<file path="src/rtl/follow_ctrl.sv">
// Frame-rate motion controller: SEARCH/TRACK/HOLD sequencing from centroid
// frames, with lost-target filtering, proximity hysteresis and a watchdog.
//
// Ports:
//   clk, rst          system clock, synchronous active-high reset
//   enable_i          behaviour enable; low forces IDLE
//   new_centroid_i    one-cycle pulse qualifying centroid_i / proximity_i
//   centroid_i        position code (bit 0 leftmost), 0 = no target
//   proximity_i       target proximity (0 far .. max close)
//   motor_l_o/_r_o    motor commands: 00 stop, 01 forward, 10 backward
//   state_o           0 IDLE, 1 SEARCH, 2 TRACK, 3 HOLD, 4 STALL
//   cmd_valid_o       one-cycle pulse when the outputs are re-evaluated
//   lost_o            high while the lost-frame counter is non-zero
module follow_ctrl #(
    parameter int c_nb_centroid = 8,
    parameter int c_nb_prox     = 3,
    parameter int c_lost_frames = 8,
    parameter int c_prox_stop   = 6,
    parameter int c_prox_go     = 4,
    parameter int c_wdog_clks   = 5_000_000,
    parameter int c_nb_wdog     = $clog2(c_wdog_clks + 1)
) (
    input  logic                     clk,
    input  logic                     rst,
    input  logic                     enable_i,
    input  logic                     new_centroid_i,
    input  logic [c_nb_centroid-1:0] centroid_i,
    input  logic [c_nb_prox-1:0]     proximity_i,
    output logic [1:0]               motor_l_o,
    output logic [1:0]               motor_r_o,
    output logic [2:0]               state_o,
    output logic                     cmd_valid_o,
    output logic                     lost_o
);

    localparam int c_half    = c_nb_centroid / 2;
    localparam int c_nb_lost = $clog2(c_lost_frames + 1);

    localparam logic [1:0] MOT_STOP = 2'b00;
    localparam logic [1:0] MOT_FWD  = 2'b01;
    localparam logic [1:0] MOT_BWD  = 2'b10;

    // The two innermost bits together mean "dead ahead".
    localparam logic [c_nb_centroid-1:0] c_centered =
        c_nb_centroid'(3) << (c_half - 1);

    localparam logic [c_nb_prox:0] c_stop_thr =
        (c_nb_prox + 1)'(c_prox_stop);
    localparam logic [c_nb_prox:0] c_go_thr =
        (c_nb_prox + 1)'(c_prox_go);

    localparam logic [c_nb_lost-1:0] c_lost_max =
        c_nb_lost'(c_lost_frames);
    localparam logic [c_nb_wdog-1:0] c_wdog_max =
        c_nb_wdog'(c_wdog_clks);

    typedef enum logic [2:0] {
        ST_IDLE   = 3'd0,
        ST_SEARCH = 3'd1,
        ST_TRACK  = 3'd2,
        ST_HOLD   = 3'd3,
        ST_STALL  = 3'd4
    } state_t;

    state_t                 state_q, state_d;
    logic [1:0]             mot_l_q, mot_l_d;
    logic [1:0]             mot_r_q, mot_r_d;
    logic                   side_q, side_d;
    logic [c_nb_lost-1:0]   lost_cnt_q, lost_cnt_d;
    logic [c_nb_wdog-1:0]   wdog_q, wdog_d;
    logic                   cmd_valid_q, cmd_valid_d;
    logic                   lost_q, lost_d;

    logic                   tgt_valid;
    logic                   prox_stop;
    logic                   prox_release;
    logic                   hold_req;
    logic [c_nb_lost-1:0]   lost_inc;
    logic                   lost_expire;
    logic [c_nb_wdog-1:0]   wdog_inc;
    logic                   wdog_expire;

    logic [1:0]             steer_l, steer_r;
    logic                   steer_side;
    logic [1:0]             spin_l, spin_r;

    assign tgt_valid    = |centroid_i;
    assign prox_stop    = {1'b0, proximity_i} >= c_stop_thr;
    assign prox_release = {1'b0, proximity_i} < c_go_thr;

    // Hysteresis: TRACK stops at the upper threshold, HOLD only releases
    // below the lower one.
    assign hold_req = (state_q == ST_TRACK) ? prox_stop : !prox_release;

    assign lost_inc    = lost_cnt_q + c_nb_lost'(1);
    assign lost_expire = lost_inc == c_lost_max;
    assign wdog_inc    = wdog_q + c_nb_wdog'(1);
    assign wdog_expire = wdog_inc == c_wdog_max;

    // Steering from the position code. The left half has priority; within
    // it the innermost bit gives a gentle pivot, the outer bits a spin.
    always_comb begin
        steer_l    = MOT_FWD;
        steer_r    = MOT_FWD;
        steer_side = side_q;
        if (centroid_i == c_centered) begin
            steer_l = MOT_FWD;
            steer_r = MOT_FWD;
        end else if (|centroid_i[c_half-1:0]) begin
            steer_side = 1'b0;
            steer_r    = MOT_FWD;
            if (centroid_i[c_half-2:0] == '0) begin
                steer_l = MOT_STOP;
            end else begin
                steer_l = MOT_BWD;
            end
        end else begin
            steer_side = 1'b1;
            steer_l    = MOT_FWD;
            if (centroid_i[c_nb_centroid-1:c_half+1] == '0) begin
                steer_r = MOT_STOP;
            end else begin
                steer_r = MOT_BWD;
            end
        end
    end

    // Search spins toward the side the target was last seen on.
    always_comb begin
        spin_l = side_q ? MOT_FWD : MOT_BWD;
        spin_r = side_q ? MOT_BWD : MOT_FWD;
    end

    always_comb begin
        state_d     = state_q;
        mot_l_d     = mot_l_q;
        mot_r_d     = mot_r_q;
        side_d      = side_q;
        lost_cnt_d  = lost_cnt_q;
        wdog_d      = wdog_q;
        cmd_valid_d = 1'b0;

        if (!enable_i) begin
            state_d     = ST_IDLE;
            mot_l_d     = MOT_STOP;
            mot_r_d     = MOT_STOP;
            lost_cnt_d  = '0;
            wdog_d      = '0;
            cmd_valid_d = state_q != ST_IDLE;
        end else begin
            unique case (state_q)
                ST_IDLE: begin
                    state_d     = ST_SEARCH;
                    mot_l_d     = spin_l;
                    mot_r_d     = spin_r;
                    lost_cnt_d  = '0;
                    wdog_d      = '0;
                    cmd_valid_d = 1'b1;
                end

                // STALL re-acquires with the same rules as SEARCH, but
                // its watchdog stays frozen while waiting.
                ST_SEARCH, ST_STALL: begin
                    if (new_centroid_i) begin
                        cmd_valid_d = 1'b1;
                        wdog_d      = '0;
                        lost_cnt_d  = '0;
                        if (!tgt_valid) begin
                            state_d = ST_SEARCH;
                            mot_l_d = spin_l;
                            mot_r_d = spin_r;
                        end else if (prox_stop) begin
                            state_d = ST_HOLD;
                            mot_l_d = MOT_STOP;
                            mot_r_d = MOT_STOP;
                        end else begin
                            state_d = ST_TRACK;
                            mot_l_d = steer_l;
                            mot_r_d = steer_r;
                            side_d  = steer_side;
                        end
                    end else if (state_q == ST_SEARCH) begin
                        wdog_d = wdog_inc;
                        if (wdog_expire) begin
                            state_d     = ST_STALL;
                            mot_l_d     = MOT_STOP;
                            mot_r_d     = MOT_STOP;
                            lost_cnt_d  = '0;
                            cmd_valid_d = 1'b1;
                        end
                    end
                end

                ST_TRACK, ST_HOLD: begin
                    if (new_centroid_i) begin
                        cmd_valid_d = 1'b1;
                        wdog_d      = '0;
                        if (tgt_valid) begin
                            lost_cnt_d = '0;
                            if (hold_req) begin
                                state_d = ST_HOLD;
                                mot_l_d = MOT_STOP;
                                mot_r_d = MOT_STOP;
                            end else begin
                                state_d = ST_TRACK;
                                mot_l_d = steer_l;
                                mot_r_d = steer_r;
                                side_d  = steer_side;
                            end
                        end else if (lost_expire) begin
                            state_d    = ST_SEARCH;
                            mot_l_d    = spin_l;
                            mot_r_d    = spin_r;
                            lost_cnt_d = '0;
                        end else begin
                            // Coast on the previous command while the
                            // target is briefly missing.
                            lost_cnt_d = lost_inc;
                        end
                    end else begin
                        wdog_d = wdog_inc;
                        if (wdog_expire) begin
                            state_d     = ST_STALL;
                            mot_l_d     = MOT_STOP;
                            mot_r_d     = MOT_STOP;
                            lost_cnt_d  = '0;
                            cmd_valid_d = 1'b1;
                        end
                    end
                end

                default: begin
                    state_d     = ST_IDLE;
                    mot_l_d     = MOT_STOP;
                    mot_r_d     = MOT_STOP;
                    lost_cnt_d  = '0;
                    wdog_d      = '0;
                    cmd_valid_d = 1'b1;
                end
            endcase
        end
    end

    assign lost_d = lost_cnt_d != '0;

    always_ff @(posedge clk) begin
        if (rst) begin
            state_q     <= ST_IDLE;
            mot_l_q     <= MOT_STOP;
            mot_r_q     <= MOT_STOP;
            side_q      <= 1'b0;
            lost_cnt_q  <= '0;
            wdog_q      <= '0;
            cmd_valid_q <= 1'b0;
            lost_q      <= 1'b0;
        end else begin
            state_q     <= state_d;
            mot_l_q     <= mot_l_d;
            mot_r_q     <= mot_r_d;
            side_q      <= side_d;
            lost_cnt_q  <= lost_cnt_d;
            wdog_q      <= wdog_d;
            cmd_valid_q <= cmd_valid_d;
            lost_q      <= lost_d;
        end
    end

    assign motor_l_o   = mot_l_q;
    assign motor_r_o   = mot_r_q;
    assign state_o     = state_q;
    assign cmd_valid_o = cmd_valid_q;
    assign lost_o      = lost_q;

endmodule

</file>
<file path="config.mk">
export PLATFORM = sky130hd
export DESIGN_NAME = follow_ctrl
export DESIGN_NICKNAME = d
export VERILOG_FILES = /design/src/rtl/follow_ctrl.sv
export SDC_FILE = /design/constraint.sdc
export NUM_CORES = 1
export LEC_CHECK = 0
export CORE_ASPECT_RATIO = 0.75
export CORE_MARGIN = 2
export CORE_UTILIZATION = 40
export DETAILED_ROUTE_END_ITERATION = 6
export GPL_ROUTABILITY_DRIVEN = 0
export PLACE_DENSITY = 0.61
export REMOVE_ABC_BUFFERS = 1
export SYNTH_ARGS = -nofsm -noshare
export SYNTH_HDL_FRONTEND = slang
export SYNTH_SLANG_ARGS = --single-unit
</file>
<file path="constraint.sdc">
create_clock -name clk -period 3.5 [get_ports clk]
set_input_delay 1.05 -clock clk [delete_from_list [all_inputs] [get_ports clk]]
set_output_delay 1.05 -clock clk [all_outputs]
set_load 0.005 [all_outputs]
</file>
# Word level (Yosys, flattened, before mapping)
# Index checks and enable logic that the tools add are counted.
# op_classes
add_sub_neg	2
n_lt_le_gt_ge	2
n_eq_ne	15
n_mux	66
bitwise	1
reduce_logical	14
# op_table
operator	n
two-way mux 23 bit	3
two-way mux 2 bit	27
case mux 23 bit (2 select lines)	1
two-way mux 4 bit	7
adder 23 x 1 -> 23 bit, second input constant	1
equality test 23 bit, second input constant	1
two-way mux 3 bit	6
two-way mux 1 bit	16
!= test 2 bit, second input constant	6
case mux 2 bit (3 select lines)	2
logical NOT 3 bit	3
case mux 3 bit (3 select lines)	1
equality test 8 x 5 -> 1 bit, second input constant	1
case mux 4 bit (2 select lines)	1
AND reduction 8 bit	1
OR reduction 8 bit	1
equality test 3 x 2 -> 1 bit, second input constant	2
OR reduction 2 bit	3
adder 4 x 1 -> 4 bit, second input constant	1
equality test 4 bit, second input constant	1
!= test 4 bit, second input constant	1
case mux 1 bit (2 select lines)	2
nonzero test 4 bit	1
OR reduction 4 bit	1
10 further kinds	10
# totals
register_bits	37
elab_cells	108

# Longest topological paths before layout
# depth
ltp_word	8
depth_mapped	10
ltp_nobuf	9

# Worst setup path before layout
# OpenSTA, ideal clock, no wires.
# synth_path
kind	input to register
startpoint	input port centroid_i[1]
endpoint	register lost_q, in the netlist lost_o
setup_ns	0.081
arrival_ns	2.709
t_required_ns	3.419
setup_slack_ns	0.711
stages	8
cell_sequence	nor4_1 > nand3_1 > nor3b_1 > and2_2 > nand4_1 > mux2i_1 > a22oi_1 > a41oi_1
# synth_between
elab_chain_cells	6
# synth_rtl
item	line	text
from (decl)	27	input logic [c_nb_centroid-1:0] centroid_i,
OR reduction 8 bit	87	assign tgt_valid = |centroid_i;
two-way mux 4 bit	198	if (tgt_valid) begin
two-way mux 4 bit	195	if (new_centroid_i) begin
case mux 4 bit (2 select lines)	151	unique case (state_q)
two-way mux 4 bit	143	if (!enable_i) begin
nonzero test 4 bit	244	assign lost_d = lost_cnt_d != '0;
to (signal assigned)	264	lost_q <= lost_d;
to (decl)	72	logic lost_q, lost_d;
# No other way between the ends.
# A chain may end at the register's enable or synchronous reset.

# Worst setup path after layout
# layout_path
startpoint	input port centroid_i[4]
endpoint	register mot_r_q[0], in the netlist motor_r_o[0]
# layout_between
elab_chain_cells	6
word_cells_on_any_way	12
classes_between	eq/ne (2); mux (8); reduce/logical (2)
# layout_rtl
item	line	text
equality test 8 x 5 -> 1 bit	106	if (centroid_i == c_centered) begin
two-way mux 2 bit	106	
two-way mux 2 bit, on equally long branches	200, 172	
two-way mux 2 bit, on equally long branches	198, 168	
two-way mux 2 bit, on equally long branches	195, 164	
case mux 2 bit (3 select lines)	151	
to (signal assigned)	259	mot_r_q <= mot_r_d;
to (decl)	67	logic [1:0] mot_r_q, mot_r_d;
# Several ways; a longest one is shown, not always the timed one.

==> impl_metrics.json <==
{
  "core_area_mm2": 0.00677,
  "critPathArrivalTime_ns": 3.38,
  "power_density_mw_per_mm2": 295,
  "postCtsSetupBuffers": 0,
  "cts_tree": "built",
  "fin_nets": 394,
  "hold_violations": 0,
  "synth_edf_count": 0,
  "vias": 2820,
  "vias_per_cell": 6.10,
  "chipHeight_um": 76.1,
  "die_w_um": 100,
  "ctsRootBufferMaster": "clkbuf_8",
  "slew_headroom_pct": 59.7,
  "ys_ff_latch": 37,
  "slowest_stage": "nor4_1",
  "ir_worst_vdd_v": 0.000140,
  "finalCritPeriodShare_pct": 91.8,
  "tightest_slew_ns": 0.600,
  "leakage_nw": 1.01,
  "yosysUniqueCellTypes": 72,
  "drtIter0Drc": 226,
  "synth_area_mm2": 0.00277,
  "design_area_mm2": 0.00312,
  "rsz0062_at_grt": "no",
  "crit_path_end_kind": "register",
  "cts_hold_buf": 0,
  "drc_errors": 0,
  "dieArea_mm2": 0.00761,
  "placed_area_mm2": 0.00300,
  "critical_path_class": "input port to register",
  "grt-ovfl-total": 0,
  "portBuffers": 22,
  "path_max_fanout": 7,
  "ctsLongestPathBuffers": 2,
  "wl_per_cell_um": 16.5,
  "synth_ff_type": "dfxtp_1",
  "area_growth_pct": 12.6,
  "drv_slew": 0,
  "total_power_mw": 0.921,
  "dpl.cell_count": 454,
  "post-dp-hpwl_um": 5320,
  "grt_pass1_wl_um": 12800,
  "setup_viol_count_final": 0,
  "fin_tns_setup_ns": 0,
  "place_ws_ns": 0.0276,
  "seq_area_frac_synth_pct": 26.8,
  "wl_um": 7600,
  "num_rows": 26,
  "clkLatencyLatePin_ns": 0.29,
  "skew_ns": 0.00994,
  "initial_core_util_pct": 40.9,
  "grt_max_degree": 29,
  "synthArstFlopShare_pct": 0,
  "grt_pass1_vias": 2489,
  "clkSlewWorstSetupHoldPaths_ns": 0.08,
  "start_kind": "input port",
  "layout_setup_ws_ns": 0.289,
  "ff2ff_setup_slack_ns": 0.34,
  "antenna_found_initial": 0,
  "max_stage_delay_ns": 0.47,
  "drive_gt1_share_pct": 11.1,
  "syn_inst": 369,
  "finalCriticalPeriod_ns": 3.21,
  "post_cts_resize_count": 0,
  "ant_nets": 0,
  "instances_no_fill": 462,
  "hp-class": "register to register",
  "antenna_cells": 0,
  "status": "finished, final reports clean",
  "critPathRequiredTime_ns": 3.67,
  "fillers": 691,
  "synth.avg_cell_area_um2": 7.50,
  "fmax_ghz": 0.311,
  "cap_violations": 0,
  "clock-sinks": 37,
  "dr.pass1.iters": 5,
  "crit_chain": "clkdlybuf4s50_1 > nor4_1 > nand3_1 > nor3b_1 > and2_2 > a211o_1 > nor4_1 > a31oi_1 > nand3_1",
  "numCtsBuffers": 5,
  "ios": 24,
  "track_usage_pct": 20.6,
  "yosysWarnings": 0,
  "htree_levels": 2
}
[layer usage]
metal	global-route usage [%]	routed length (um)	vias to the layer above
met1	33.0	3810	1327
met5	0	0	-
met2	26.9	3170	103
met3	4.68	553	6
met4	5.34	64	0
li1	-	-	1384
[synthesized netlist by cell type (3+ instances only)]
master / count / area [um2]
nor2_1: 40 / 150
clkbuf_1: 16 / 60.1
xor2_1: 4 / 35.0
and3_1: 5 / 31.3
nor4_2: 3 / 37.5
nand2_1: 31 / 116
a211oi_1: 6 / 45.0
nand3_1: 18 / 90.1
a31oi_1: 8 / 50.1
xnor2_1: 8 / 70.1
nor4_1: 6 / 37.5
dfxtp_1: 37 / 741
nor2b_1: 6 / 37.5
o21ai_0: 26 / 130
a21oi_1: 34 / 170
buf_4: 7 / 52.6
buf_2: 4 / 20.0
a311oi_1: 8 / 70.1
nor3_1: 13 / 65.1
a22oi_1: 4 / 30.0
nand2b_1: 4 / 25.0
nand4_1: 11 / 68.8
inv_1: 4 / 15.0
o2bb2ai_1: 3 / 26.3
[cell families (layout without fill, tap and decap cells)]
| kind of cell | Yosys count | in the layout | share of synthesized area [%] |
|---|---|---|---|
| simple gates | 167 | 167 | 33.8 |
| compound gates | 113 | 113 | 26.6 |
| buf+inv | 35 | 44 | 6.82 |
| mux | 2 | 2 | 0.723 |
| flops | 37 | 37 | 26.8 |
| fa+ha+maj | 2 | 2 | 0.904 |
| xor+xnor | 13 | 13 | 4.38 |
[flip-flops by register name (all words and copies together) (netlist names)]
name and count:
cmd_valid_o 1, lost_cnt_q 4, motor_l_o 2, motor_r_o 2
state_o 3, wdog_q 23, side_q 1, lost_o 1
[area by class of cell]
cell class | instances | area [um2] | area share (%)
clock inverter | 1 | 30.0 | 0.963
timing repair buffer | 32 | 295 | 9.47
inverter | 4 | 15.0 | 0.482
sequential | 37 | 741 | 23.8
tap | 84 | 105 | 3.37
multi-input combinational | 297 | 1840 | 59.2
clock buffer | 7 | 86.3 | 2.77
[per-stage QoR]
stage               util, %  hold slack, ns
floorplan                 -           0.456
global placement       44.3           0.454
detailed placement     44.3           0.448
CTS                    46.1           0.476
global route           46.1           0.492
finish                 46.1           0.471
[cell usage in the layout, fill, tap and decap left out, types with 8 or more instances in the layout]
cell	n
nand3_1	18
a311oi_1	8
o21ai_0	26
a21oi_1	34
a31oi_1	8
clkdlybuf4s50_1	22
nand2_1	31
xnor2_1	8
buf_4	10
nor2_1	40
nand4_1	11
dfxtp_1	37
nor3_1	12
[worst max-delay path: cells and delay by family]
| family | cells | cell delay (ns) |
|---|---|---|
| AO/OA/AOI/OAI | 2 | 0.43 |
| AND/OR/NAND/NOR | 6 | 1.44 |
| buffers and inverters | 1 | 0.46 |
[worst paths after layout]
path	start	end	cells past startpoint
worst min register to register	motor_r_o[1]	motor_r_o[1]	1
worst min-delay path	motor_r_o[1]	motor_r_o[1]	1
worst max-delay path	centroid_i[4]	motor_r_o[0]	9
worst max register to register	wdog_q[0]	motor_l_o[0]	9
[power by group]
group	leakage (nW)	switching, mW	total, mW	internal [mW]
sequential	0.299	0.00573	0.430	0.425
combinational	0.651	0.0538	0.0968	0.0429
clock	0.0585	0.161	0.394	0.233
total	1.01	0.221	0.921	0.700
Power figures use the tool's default switching activity.
